### config.mk
export PLATFORM = sky130hd
export DESIGN_NAME = load_store_unit
export DESIGN_NICKNAME = d
export VERILOG_FILES = /design/src/rtl/lsu_pkg.sv /design/src/rtl/lsu_align.sv /design/src/rtl/load_store_unit.sv
export SDC_FILE = /design/constraint.sdc
export NUM_CORES = 1
export LEC_CHECK = 0
export CORE_MARGIN = 4
export CORE_UTILIZATION = 45
export CTS_BUF_LIST = sky130_fd_sc_hd__clkbuf_16
export DETAILED_ROUTE_END_ITERATION = 7
export GPL_ROUTABILITY_DRIVEN = 0
export PLACE_DENSITY_LB_ADDON = 0.2
export REMOVE_ABC_BUFFERS = 1
export SLEW_MARGIN = 40
export SYNTH_ARGS = -nofsm -noshare
export SYNTH_HDL_FRONTEND = slang
export SYNTH_SLANG_ARGS = --single-unit
export TNS_END_PERCENT = 20
### constraint.sdc
create_clock -name clk -period 2.83 [get_ports clk]
set_input_delay 0.849 -clock clk [delete_from_list [all_inputs] [get_ports clk]]
set_output_delay 0.849 -clock clk [all_outputs]
set_load 0.01 [all_outputs]
### src/rtl/lsu_pkg.sv
// Shared encodings and helpers for the load/store unit: access sizes, FSM states,
// byte-lane geometry and the alignment rule.
package lsu_pkg;

    localparam logic [1:0] SZ_BYTE    = 2'b00;
    localparam logic [1:0] SZ_HALF    = 2'b01;
    localparam logic [1:0] SZ_WORD    = 2'b10;
    localparam logic [1:0] SZ_ILLEGAL = 2'b11;

    localparam int LANE_W = 2;
    localparam int BYTE_W = 8;
    localparam int HALF_W = 16;
    localparam int WORD_W = 32;

    typedef enum logic [1:0] {
        ST_IDLE  = 2'd0,
        ST_READ  = 2'd1,
        ST_WRITE = 2'd2,
        ST_RESP  = 2'd3
    } lsu_state_e;

    // Illegal size is reported as misaligned so a single test covers both.
    function automatic logic lsu_misaligned(input logic [1:0] size, input logic [LANE_W-1:0] lane);
        logic bad;
        case (size)
            SZ_BYTE: bad = 1'b0;
            SZ_HALF: bad = lane[0];
            SZ_WORD: bad = (lane != '0);
            default: bad = 1'b1;
        endcase
        return bad;
    endfunction

endpackage

### src/rtl/lsu_align.sv
// Lane steering: extracts and extends sub-word load data, and merges sub-word
// store data into the word read back from memory.
module lsu_align
    import lsu_pkg::*;
(
    input  logic [WORD_W-1:0] i_rd_word,
    input  logic [WORD_W-1:0] i_wdata,
    input  logic [LANE_W-1:0] i_lane,
    input  logic [1:0]        i_size,
    input  logic              i_sign_ext,
    output logic [WORD_W-1:0] o_load_data,
    output logic [WORD_W-1:0] o_merged
);

    logic [BYTE_W-1:0] w_byte;
    logic [HALF_W-1:0] w_half;

    assign w_byte = i_rd_word[{i_lane, 3'b000} +: BYTE_W];
    assign w_half = i_rd_word[{i_lane[1], 4'b0000} +: HALF_W];

    always_comb begin
        // NOTE: both outputs get a default before the case so no path leaves them unassigned (no latch).
        o_load_data = i_rd_word;
        o_merged    = i_rd_word;
        case (i_size)
            SZ_BYTE: begin
                o_load_data = {{(WORD_W-BYTE_W){i_sign_ext & w_byte[BYTE_W-1]}}, w_byte};
                o_merged[{i_lane, 3'b000} +: BYTE_W] = i_wdata[BYTE_W-1:0];
            end
            SZ_HALF: begin
                o_load_data = {{(WORD_W-HALF_W){i_sign_ext & w_half[HALF_W-1]}}, w_half};
                o_merged[{i_lane[1], 4'b0000} +: HALF_W] = i_wdata[HALF_W-1:0];
            end
            default: begin
                o_merged = i_wdata;
            end
        endcase
    end

endmodule

### src/rtl/load_store_unit.sv
// Handshaked data-memory access unit: byte/half/word loads and stores on a single
// 32-bit memory port, sub-word stores done as read-modify-write.
module load_store_unit
    import lsu_pkg::*;
#(
    parameter int AW      = 16,
    parameter int MEM_LAT = 1
) (
    input  logic          clk,
    input  logic          rst_n,
    input  logic          req_valid,
    output logic          req_ready,
    input  logic [31:0]   base,
    input  logic [31:0]   offset,
    input  logic [31:0]   wdata,
    input  logic          store,
    input  logic [1:0]    size,
    input  logic          sign_ext,
    output logic          resp_valid,
    output logic [31:0]   resp_data,
    output logic          resp_err,
    output logic [AW-1:0] mem_addr,
    output logic          mem_we,
    output logic [31:0]   mem_wdata,
    input  logic [31:0]   mem_rdata
);

    localparam int CW = (MEM_LAT < 2) ? 1 : $clog2(MEM_LAT + 1);

    lsu_state_e        r_state;
    logic [CW-1:0]     r_cnt;
    logic              r_req_ready;
    logic              r_store;
    logic [1:0]        r_size;
    logic              r_sign_ext;
    logic [LANE_W-1:0] r_lane;
    logic [31:0]       r_wdata;
    logic              r_resp_valid;
    logic [31:0]       r_resp_data;
    logic              r_resp_err;
    logic [AW-1:0]     r_mem_addr;
    logic              r_mem_we;
    logic [31:0]       r_mem_wdata;

    logic [31:0]       w_addr;
    logic [LANE_W-1:0] w_lane;
    logic [AW-1:0]     w_idx;
    logic              w_err;
    logic [31:0]       w_load_data;
    logic [31:0]       w_merged;

    assign w_addr = base + offset;
    assign w_lane = w_addr[LANE_W-1:0];
    assign w_idx  = w_addr[AW+1:2];
    // Any address bit above the attached memory makes the access out of range.
    assign w_err  = lsu_misaligned(size, w_lane) || ((w_addr >> (AW + 2)) != 32'd0);

    lsu_align u_align (
        .i_rd_word   (mem_rdata),
        .i_wdata     (r_wdata),
        .i_lane      (r_lane),
        .i_size      (r_size),
        .i_sign_ext  (r_sign_ext),
        .o_load_data (w_load_data),
        .o_merged    (w_merged)
    );

    always_ff @(posedge clk or negedge rst_n) begin
        if (!rst_n) begin
            r_state      <= ST_IDLE;
            r_cnt        <= '0;
            r_req_ready  <= 1'b1;
            r_store      <= 1'b0;
            r_size       <= SZ_BYTE;
            r_sign_ext   <= 1'b0;
            r_lane       <= '0;
            r_wdata      <= '0;
            r_resp_valid <= 1'b0;
            r_resp_data  <= '0;
            r_resp_err   <= 1'b0;
            r_mem_addr   <= '0;
            r_mem_we     <= 1'b0;
            r_mem_wdata  <= '0;
        end else begin
            // NOTE: all state here uses <= so every register sees pre-edge values, whatever the statement order.
            r_resp_valid <= 1'b0;
            r_mem_we     <= 1'b0;
            case (r_state)
                ST_IDLE: begin
                    if (req_valid && r_req_ready) begin
                        r_req_ready <= 1'b0;
                        r_store     <= store;
                        r_size      <= size;
                        r_sign_ext  <= sign_ext;
                        r_lane      <= w_lane;
                        r_wdata     <= wdata;
                        if (w_err) begin
                            r_state      <= ST_RESP;
                            r_resp_valid <= 1'b1;
                            r_resp_err   <= 1'b1;
                            r_resp_data  <= '0;
                        end else begin
                            r_mem_addr <= w_idx;
                            if (store && (size == SZ_WORD)) begin
                                r_state     <= ST_WRITE;
                                r_mem_we    <= 1'b1;
                                r_mem_wdata <= wdata;
                            end else begin
                                r_state <= ST_READ;
                                r_cnt   <= CW'(MEM_LAT);
                            end
                        end
                    end
                end
                ST_READ: begin
                    // Address has been held MEM_LAT cycles once the counter reaches zero.
                    if (r_cnt != '0) begin
                        r_cnt <= r_cnt - 1'b1;
                    end else if (r_store) begin
                        r_state     <= ST_WRITE;
                        r_mem_we    <= 1'b1;
                        r_mem_wdata <= w_merged;
                    end else begin
                        r_state      <= ST_RESP;
                        r_resp_valid <= 1'b1;
                        r_resp_err   <= 1'b0;
                        r_resp_data  <= w_load_data;
                    end
                end
                ST_WRITE: begin
                    r_state      <= ST_RESP;
                    r_resp_valid <= 1'b1;
                    r_resp_err   <= 1'b0;
                    r_resp_data  <= '0;
                end
                default: begin
                    r_state     <= ST_IDLE;
                    r_req_ready <= 1'b1;
                end
            endcase
        end
    end

    assign req_ready  = r_req_ready;
    assign resp_valid = r_resp_valid;
    assign resp_data  = r_resp_data;
    assign resp_err   = r_resp_err;
    assign mem_addr   = r_mem_addr;
    assign mem_we     = r_mem_we;
    assign mem_wdata  = r_mem_wdata;

endmodule

==> results_dict.tcl, run 1 <==
set metrics [dict create \
    ys_seq_area_frac 0.364 \
    fin_skew_ps 19.9 \
    drt_iter0_markers 669 \
    grtUsageMet2 0.447 \
    grt_pass1_wl_um 46200 \
    drc 0 \
    worst_slack_ps -1170 \
    power_mw 11.9 \
    dieArea_sq_mm 0.0214 \
    synth_edf_count 0 \
    path_cells "buf_8 -> ha_4 -> inv_2 -> fa_2 -> and2b_2 -> o2111ai_4 -> buf_6 -> a211oi_4 -> o211ai_1 -> a21o_1 -> a22o_1 -> nor4_4 -> nand4_4 -> o41ai_4 -> buf_4 -> buf_12 -> mux2_4" \
    avgViaCountPerCell 5.69 \
    busiest_layer "met2" \
    finalNetCount 1430 \
    critical_path.top_delay_family "compound AO/OA/AOI/OAI gates" \
    synthArstFlopShare 1.00 \
    ios 219 \
    yosysMostFrequentCell "dfrtp_1" \
    cpPeakStageDelay_ps 360 \
    setup_viol 86 \
    power_density_mw_per_mm2 898 \
    synth.area.top_cells "dfrtp_1 36%, mux2_2 11%, ha_1 5.8%" \
    worstPathMaxFanout 5 \
    synthTopCellsByCount "124 x dfrtp_1, 94 x a21oi_1, 87 x mux2_2" \
    violations "setup timing" \
    cts.clk_slew.worst_paths_ps 60 \
    place_area_sq_mm 0.0122 \
    status "complete, but fails checks" \
    synth_cells 882 \
    placementRows 50 \
    antenna_left 0 \
    htreeDepth 4 \
    root_buffer "clkbuf_16" \
    synth_flop_cell "dfrtp_1" \
    r2r_end "mem_wdata[31]" \
    grt.overflow.total 0 \
    drive_gt1_frac 0.318 \
    path_class "input pin to register" \
    cp-start-kind "input pin" \
    maxSlewHeadroom 0.437 \
    timing.fmax_ghz 0.250 \
    min_path_type "input pin to asynchronous set/reset pin" \
    reg2reg_depth 10 \
    cp-end-kind "register" \
    dr_total_vias 8534 \
    dr.pass1.iters 7 \
    r2r-start "r_lane[1]" \
    slowest_stage "nor4_4" \
    synth_area_sq_mm 0.00859 \
    area_growth_pct 54.7 \
    rsz0062_at_grt "yes" \
    place_ws_ps -2240 \
    numPortBuffers 218 \
    cap_violations 0 \
    worst-path-buf-inv 5 \
    grt_max_degree 79 \
    die_h_um 146 \
    final_max_slew_viol_count 0 \
    multi_input_area_sq_mm 0.00547 \
    core_sq_mm 0.0188 \
    yosys.area.top_type "dfrtp_1" \
    rrSetupSlack_ps 360 \
    ff_latch_area_sq_mm 0.00313 \
    cp.required_ps 3140 \
    drt_wl_total_um 29100 \
    grtUsageMet3 0.0739 \
    cp.arrival_ps 4310 \
    fin_crit_ps 4000 \
    min_period_over_period 1.41 \
    use_met1 0.333 \
    clockBufferDepth 2 \
    cts_tree "yes" \
    tns_ps -91900 \
    hold_slack_ps 248 \
    leakagePower_nw 5.87 \
    clkLatencyLatePin_ps 430 \
    cts_sinks 125 \
    syn_avg_cell_area_sq_um 9.74 \
    hold_viol_final 0 \
    finalNonFillerCells 1501 \
    netlist.area_leader.share 0.361 \
    dp_hpwl_um 21500 \
    diodes 0 \
    cts_buffers 17 \
    ys_types 77 \
    wl_per_cell_um 19.4 \
    tightest_slew_ps 840 \
    ys_ff_latch 125 \
    antenna_found_initial 1 \
    finalInstanceArea_sq_mm 0.0133 \
    ir_drop_uv 551 \
    synth_warnings 0 \
    grt_usage 0.269 \
    cts_hold_buf 0 \
    finish.utilization 0.708 \
    die_w_um 146 \
    fillers 1381 \
    initial_core_util 0.458 \
    grt_pass1_vias 8737 \
    dp.cells 1453 \
]
-- how the worst max path moves through the flow --
stage                   start       endpoint  slack, ps  cells past startpoint
floorplan           offset[0]  mem_wdata[13]      -2740                     13
global placement      base[0]   mem_wdata[3]      -2090                     16
detailed placement    base[0]   mem_wdata[4]      -2240                     16
CTS                   base[0]   mem_wdata[1]      -1090                     18
global route          base[0]  mem_wdata[19]      -1290                     18
finish                base[0]  mem_wdata[13]      -1170                     17
-- registers in the layout, summed over array words and instances (netlist names), 2 cells and up --
register	flops
mem_addr	16
mem_wdata	32
r_lane	2
r_size	2
r_state	2
r_wdata	32
resp_data	32
-- worst register-to-register path, stage by stage (launching register included) --
cell	delay (ps)
dfrtp_1	450
buf_4	240
ha_1	220
inv_1	130
nor4_1	280
buf_4	220
a221oi_1	80
a211oi_1	420
a21oi_1	80
a21oi_1	160
mux2_4	150
-- layout make-up --
cell class	instances	share of cell area
inverters	40	0.0113
repair buffers	394	0.274
well taps	234	0.0220
flip-flops and latches	125	0.235
clock buffers	17	0.0320
clock inverters	15	0.0139
multi-input cells	676	0.411
-- cells by family (layout without fill, tap and decap cells) --
kind of cell             count (synthesis)  in the layout  share of synthesized area
XOR/XNOR                                19             19                     0.0194
buffers and inverters                   81            466                     0.0393
AO/OA/AOI/OAI                          250            250                      0.199
AND/OR/NAND/NOR                        229            229                      0.123
flip-flops                             125            125                      0.364
adder cells (fa/ha/maj)                 41             41                     0.0606
multiplexers                           137            137                      0.196
-- placed cells by master (no fill, tap or decap), drive strengths merged, types with 4 or more instances in the layout --
cell           count
xnor2             11
nor2              84
mux2i             16
a221oi            16
a222oi             8
o221ai            11
nor3               7
nand2             81
mux2             117
or3                5
clkinv             4
dfrtp            124
dlygate4sd2        9
clkdlybuf4s50    203
clkbuf            17
a21boi             6
a211oi             9
a22oi              9
a21oi             96
ha                40
nand4              7
o21ai             40
inv               47
a21o               8
nand3             14
nor4               5
mux4               4
o21bai             5
o21a               6
a31oi              8
nor2b              6
xor2               8
buf              180
nand2b             6
-- report_power, final --
part	switching [mW]	internal, mW
registers	0.558	2.53
clock network	0.854	1.40
logic	3.19	3.41
total	4.60	7.33
-- layer usage --
layer | vias to the layer above | part of all wire
met5 | - | 0.00045
met4 | 2 | 0.029
li1 | 4023 | -
met1 | 4071 | 0.40
met2 | 376 | 0.49
met3 | 62 | 0.083
-- timing repair --
item,4_1_cts,5_1_grt
endpoints found under the setup margin,86,86
pin swaps,38,4
buffers inserted,16,1
resized for setup,93,14
endpoints found under the hold margin,0,0
gates cloned,2,0
No activity file was read; power rests on OpenSTA's default activity.
==> run 2, diff against run 1 <==
--- a/config.mk
+++ b/config.mk
@@ -12,6 +12,7 @@
 export GPL_ROUTABILITY_DRIVEN = 0
 export PLACE_DENSITY_LB_ADDON = 0.2
 export REMOVE_ABC_BUFFERS = 1
+export SETUP_SLACK_MARGIN = 0.15
 export SLEW_MARGIN = 40
 export SYNTH_ARGS = -nofsm -noshare
 export SYNTH_HDL_FRONTEND = slang
==> results_dict.tcl, run 2 (synthesis gave the netlist of run 1 again) <==
set metrics [dict create \
    finalNonFillerCells 1504 \
    worst_slack_ps -1210 \
    cts_tree "yes" \
    leakagePower_nw 5.90 \
    crit_top_cell "buf_4" \
    area_growth_pct 55.5 \
    grt_max_degree 79 \
    die_h_um 146 \
    path_cells "clkdlybuf4s50_1 -> ha_4 -> buf_6 -> buf_4 -> nand2_1 -> a21oi_1 -> nor2b_1 -> a211oi_2 -> or3_1 -> a22o_1 -> nor4_4 -> nand4_4 -> o41ai_4 -> buf_4 -> buf_8 -> buf_12 -> mux2_4" \
    fin_crit_ps 4040 \
    cpPeakStageDelay_ps 510 \
    clkLatencyLatePin_ps 420 \
    cp-end-kind "register" \
    worst-path-buf-inv 6 \
    clockBufferDepth 2 \
    crit_start "base[11]" \
    dr.pass1.iters 6 \
    power_density_mw_per_mm2 895 \
    avgViaCountPerCell 5.73 \
    tns_ps -91620 \
    drt_iter0_markers 778 \
    finish.utilization 0.712 \
    htreeDepth 4 \
    cts.clk_slew.worst_paths_ps 60 \
    wl_per_cell_um 19.4 \
    dieArea_sq_mm 0.0214 \
    cp.required_ps 3130 \
    hold_slack_ps 257 \
    min_path_type "input pin to asynchronous set/reset pin" \
    maxSlewHeadroom 0.441 \
    grt_pass1_vias 8736 \
    violations "setup timing" \
    antenna_found_initial 1 \
    root_buffer "clkbuf_16" \
    cap_violations 0 \
    worstPathMaxFanout 7 \
    final_common_cell "clkdlybuf4s50_1" \
    cp-start-kind "input pin" \
    final_max_slew_viol_count 0 \
    cts_sinks 125 \
    diodes 0 \
    finalInstanceArea_sq_mm 0.0134 \
    critical_path.top_delay_family "buffers and inverters" \
    die_w_um 146 \
    grt.overflow.total 0 \
    slowest_stage "clkdlybuf4s50_1" \
    finalNetCount 1433 \
    numPortBuffers 218 \
    cts_hold_buf 0 \
    status "complete, but fails checks" \
    setup_viol 86 \
    antenna_left 0 \
    r2r-start "r_lane[1]" \
    power_mw 12.0 \
    ir_drop_uv 549 \
    fillers 1383 \
    rsz0062_at_grt "yes" \
    cp.arrival_ps 4340 \
    timing.fmax_ghz 0.248 \
    cts_buffers 17 \
    hold_viol_final 0 \
    tightest_slew_ps 833 \
    dp_hpwl_um 21500 \
    grt_pass1_wl_um 46300 \
    dp.cells 1453 \
    core_sq_mm 0.0188 \
    grt_usage 0.270 \
    place_area_sq_mm 0.0122 \
    path_class "input pin to register" \
    placementRows 50 \
    initial_core_util 0.458 \
    drive_gt1_frac 0.322 \
    dr_total_vias 8620 \
    min_period_over_period 1.43 \
    drt_wl_total_um 29200 \
    drc 0 \
    place_ws_ps -2240 \
    final_cell_mix "202 x clkdlybuf4s50_1, 161 x buf_4, 124 x dfrtp_1" \
    fin_skew_ps 10.9 \
    ios 219 \
]
## run 2: changes by cell type in the layout (fill, tap and decap cells not counted), sizes merged
cell	delta
buf	+3
dlygate4sd2	-1
clkdlybuf4s15	+1
clkdlybuf4s50	-1
dlymetal6s2s	+1
## run 2: report_power, final
part	total, mW	switching, mW	internal, mW
clock network	2.26	0.856	1.40
registers	3.09	0.558	2.53
logic	6.62	3.20	3.41
## run 2: what timing repair did
item	in CTS	in global routing
gates cloned	2	0
endpoints found under the setup margin	86	86
buffers inserted	15	2
pin swaps	34	9
resized for setup	94	19
## run 2: worst paths after layout
path | end | slack [ps] | depth (start not counted)
max in group asynchronous | resp_data[27] | 1950 | 2
setup reg to reg | mem_wdata[31] | 320 | 10
setup / recovery | mem_wdata[17] | -1210 | 17
min in group clk | r_wdata[30] | 490 | 2
hold reg to reg | r_wdata[30] | 490 | 2
hold / removal | mem_wdata[16] | 260 | 1
## run 2: layout make-up
cell class | instances | area [sq um] | share of cell area
Clock buffer | 17 | 425 | 0.0318
Clock inverter | 15 | 185 | 0.0139
Inverter | 40 | 150 | 0.0112
Multi-Input combinational cell | 676 | 5490 | 0.411
Sequential cell | 125 | 3130 | 0.234
Tap cell | 234 | 293 | 0.0219
Timing Repair Buffer | 397 | 3690 | 0.276
## run 2: per-layer routing
layer / up-vias / GRT usage / part of all wire
met4: 2 / 0.106 / 0.032
met2: 423 / 0.448 / 0.48
met1: 4105 / 0.334 / 0.40
met3: 70 / 0.0739 / 0.088
met5: - / 0 / 0.00045
li1: 4020 / - / -
==> run 3, diff against run 2 <==
--- a/config.mk
+++ b/config.mk
@@ -5,8 +5,10 @@
 export SDC_FILE = /design/constraint.sdc
 export NUM_CORES = 1
 export LEC_CHECK = 0
+export CELL_PAD_IN_SITES_DETAIL_PLACEMENT = 0
+export CELL_PAD_IN_SITES_GLOBAL_PLACEMENT = 1
 export CORE_MARGIN = 4
-export CORE_UTILIZATION = 45
+export CORE_UTILIZATION = 34
 export CTS_BUF_LIST = sky130_fd_sc_hd__clkbuf_16
 export DETAILED_ROUTE_END_ITERATION = 7
 export GPL_ROUTABILITY_DRIVEN = 0
==> results_dict.tcl, run 3 (synthesis gave the netlist of run 1 again) <==
set metrics [dict create \
    status "complete, but fails checks" \
    die_w_um 167 \
    tightest_slew_ps 820 \
    cts.clk_slew.worst_paths_ps 60 \
    antenna_left 0 \
    min_path_type "input pin to asynchronous set/reset pin" \
    grt.overflow.total 0 \
    dr_wl_met3_um 2360 \
    ios 219 \
    clockBufferDepth 2 \
    setup_viol 86 \
    placementRows 57 \
    hold_viol_final 0 \
    r2r-start "r_lane[0]" \
    clkLatencyLatePin_ps 420 \
    cp-start-kind "input pin" \
    htreeDepth 4 \
    finalNetCount 1430 \
    grt_pass1_wl_um 49100 \
    die_h_um 167 \
    fin_skew_ps 10.1 \
    dr_total_vias 8418 \
    grt_pass1_vias 8770 \
    crit_start "base[18]" \
    drc 0 \
    cap_violations 0 \
    drive_gt1_frac 0.331 \
    cp.required_ps 3130 \
    antenna_found_initial 2 \
    routed.top_layer "met5" \
    core_sq_mm 0.0246 \
    dieArea_sq_mm 0.0279 \
    cts_hold_buf 0 \
    final_common_cell "clkdlybuf4s50_1" \
    fin_crit_ps 4070 \
    numPortBuffers 218 \
    dp_hpwl_um 22800 \
    grt_max_degree 48 \
    ir_drop_uv 482 \
    worstPathMaxFanout 8 \
    min_period_over_period 1.44 \
    cp.arrival_ps 4370 \
    initial_core_util 0.349 \
    rsz0062_at_grt "yes" \
    timing.fmax_ghz 0.246 \
    worst_slack_ps -1240 \
    violations "setup timing" \
    grt_usage 0.219 \
    path_cells "clkdlybuf4s50_1 -> ha_1 -> buf_4 -> a21oi_1 -> o21ai_0 -> or3_1 -> a22o_1 -> nor4_4 -> nand4_4 -> o41ai_4 -> buf_6 -> buf_12 -> buf_16 -> mux2_4" \
    place_ws_ps -2200 \
    final_cell_mix "196 x clkdlybuf4s50_1, 159 x buf_4, 124 x dfrtp_1" \
    area_growth_pct 57.9 \
    cp-end-kind "register" \
    cts_sinks 125 \
    wl_per_cell_um 19.5 \
    path_class "input pin to register" \
    drt_iter0_markers 419 \
    avgViaCountPerCell 5.29 \
    cpPeakStageDelay_ps 410 \
    power_density_mw_per_mm2 877 \
    wl_met2_um 14700 \
    drt-met1-wl_um 13200 \
    fillers 2237 \
    drt_wl_total_um 31000 \
    finish.utilization 0.552 \
    root_buffer "clkbuf_16" \
    slowest_stage "clkdlybuf4s50_1" \
    maxSlewHeadroom 0.452 \
    final_max_slew_viol_count 0 \
    cts_tree "yes" \
    dr.pass1.iters 6 \
    leakagePower_nw 5.93 \
    cts_buffers 17 \
]
-- run 3: what timing repair did --
item,CTS,global route
pin swaps,40,8
cloned,4,0
setup endpoints to repair,86,86
gates resized for setup,118,23
buffers inserted,11,6
-- run 3: metal layers --
layer | global-route usage | vias to the layer above
met2 | 0.358 | 305
met5 | 0 | -
met3 | 0.0597 | 40
li1 | - | 4004
met1 | 0.282 | 4067
met4 | 0.0679 | 2
-- run 3: layout make-up --
| type | instances | area [sq um] | area share |
|---|---|---|---|
| Timing Repair Buffer | 394 | 3680 | 0.271 |
| Sequential cell | 125 | 3130 | 0.231 |
| Clock buffer | 17 | 425 | 0.0313 |
| Antenna cell | 1 | 2.50 | 0.000184 |
| Tap cell | 324 | 405 | 0.0299 |
| Clock inverter | 14 | 144 | 0.0106 |
| Inverter | 40 | 150 | 0.0111 |
| Multi-Input combinational cell | 676 | 5630 | 0.415 |
-- run 3: power breakdown --
| part | switching (mW) | internal [mW] |
|---|---|---|
| sequential | 0.538 | 2.53 |
| combinational | 3.24 | 3.46 |
| clock | 0.851 | 1.29 |
| total | 4.63 | 7.28 |
-- run 3: worst paths after layout --
| path | endpoint | slack, ps | depth (start not counted) |
|---|---|---|---|
| worst max-delay path | mem_wdata[16] | -1240 | 14 |
| worst min-delay path | resp_valid | 360 | 1 |
| worst max register to register | mem_wdata[5] | 440 | 8 |
| worst min register to register | r_wdata[30] | 490 | 2 |
| max in group asynchronous | mem_addr[4] | 1780 | 2 |
| min in group clk | r_wdata[30] | 490 | 2 |
-- run 3: stage by stage --
stage	area (sq um)	std cells	power, mW	setup TNS (ps)	hold WS, ps
3_5_place_dp	12200	1538	9.38	-173100	482
4_1_cts	13400	1584	11.9	-87770	374
2_1_floorplan	8410	841	6.57	-165070	450
5_1_grt	13600	1591	12.6	-108110	386
6_report	13600	1591	11.9	-93430	362
3_3_place_gp	12200	1538	9.28	-167110	464
-- run 3: critical path, delay by kind of cell --
family                     cells  cell delay [ps]
and+or+nand+nor                3              920
muxes                          1              300
adders and majority gates      1              330
AOI/OAI and AO/OA              4              890
buffers and inverters          5             1080
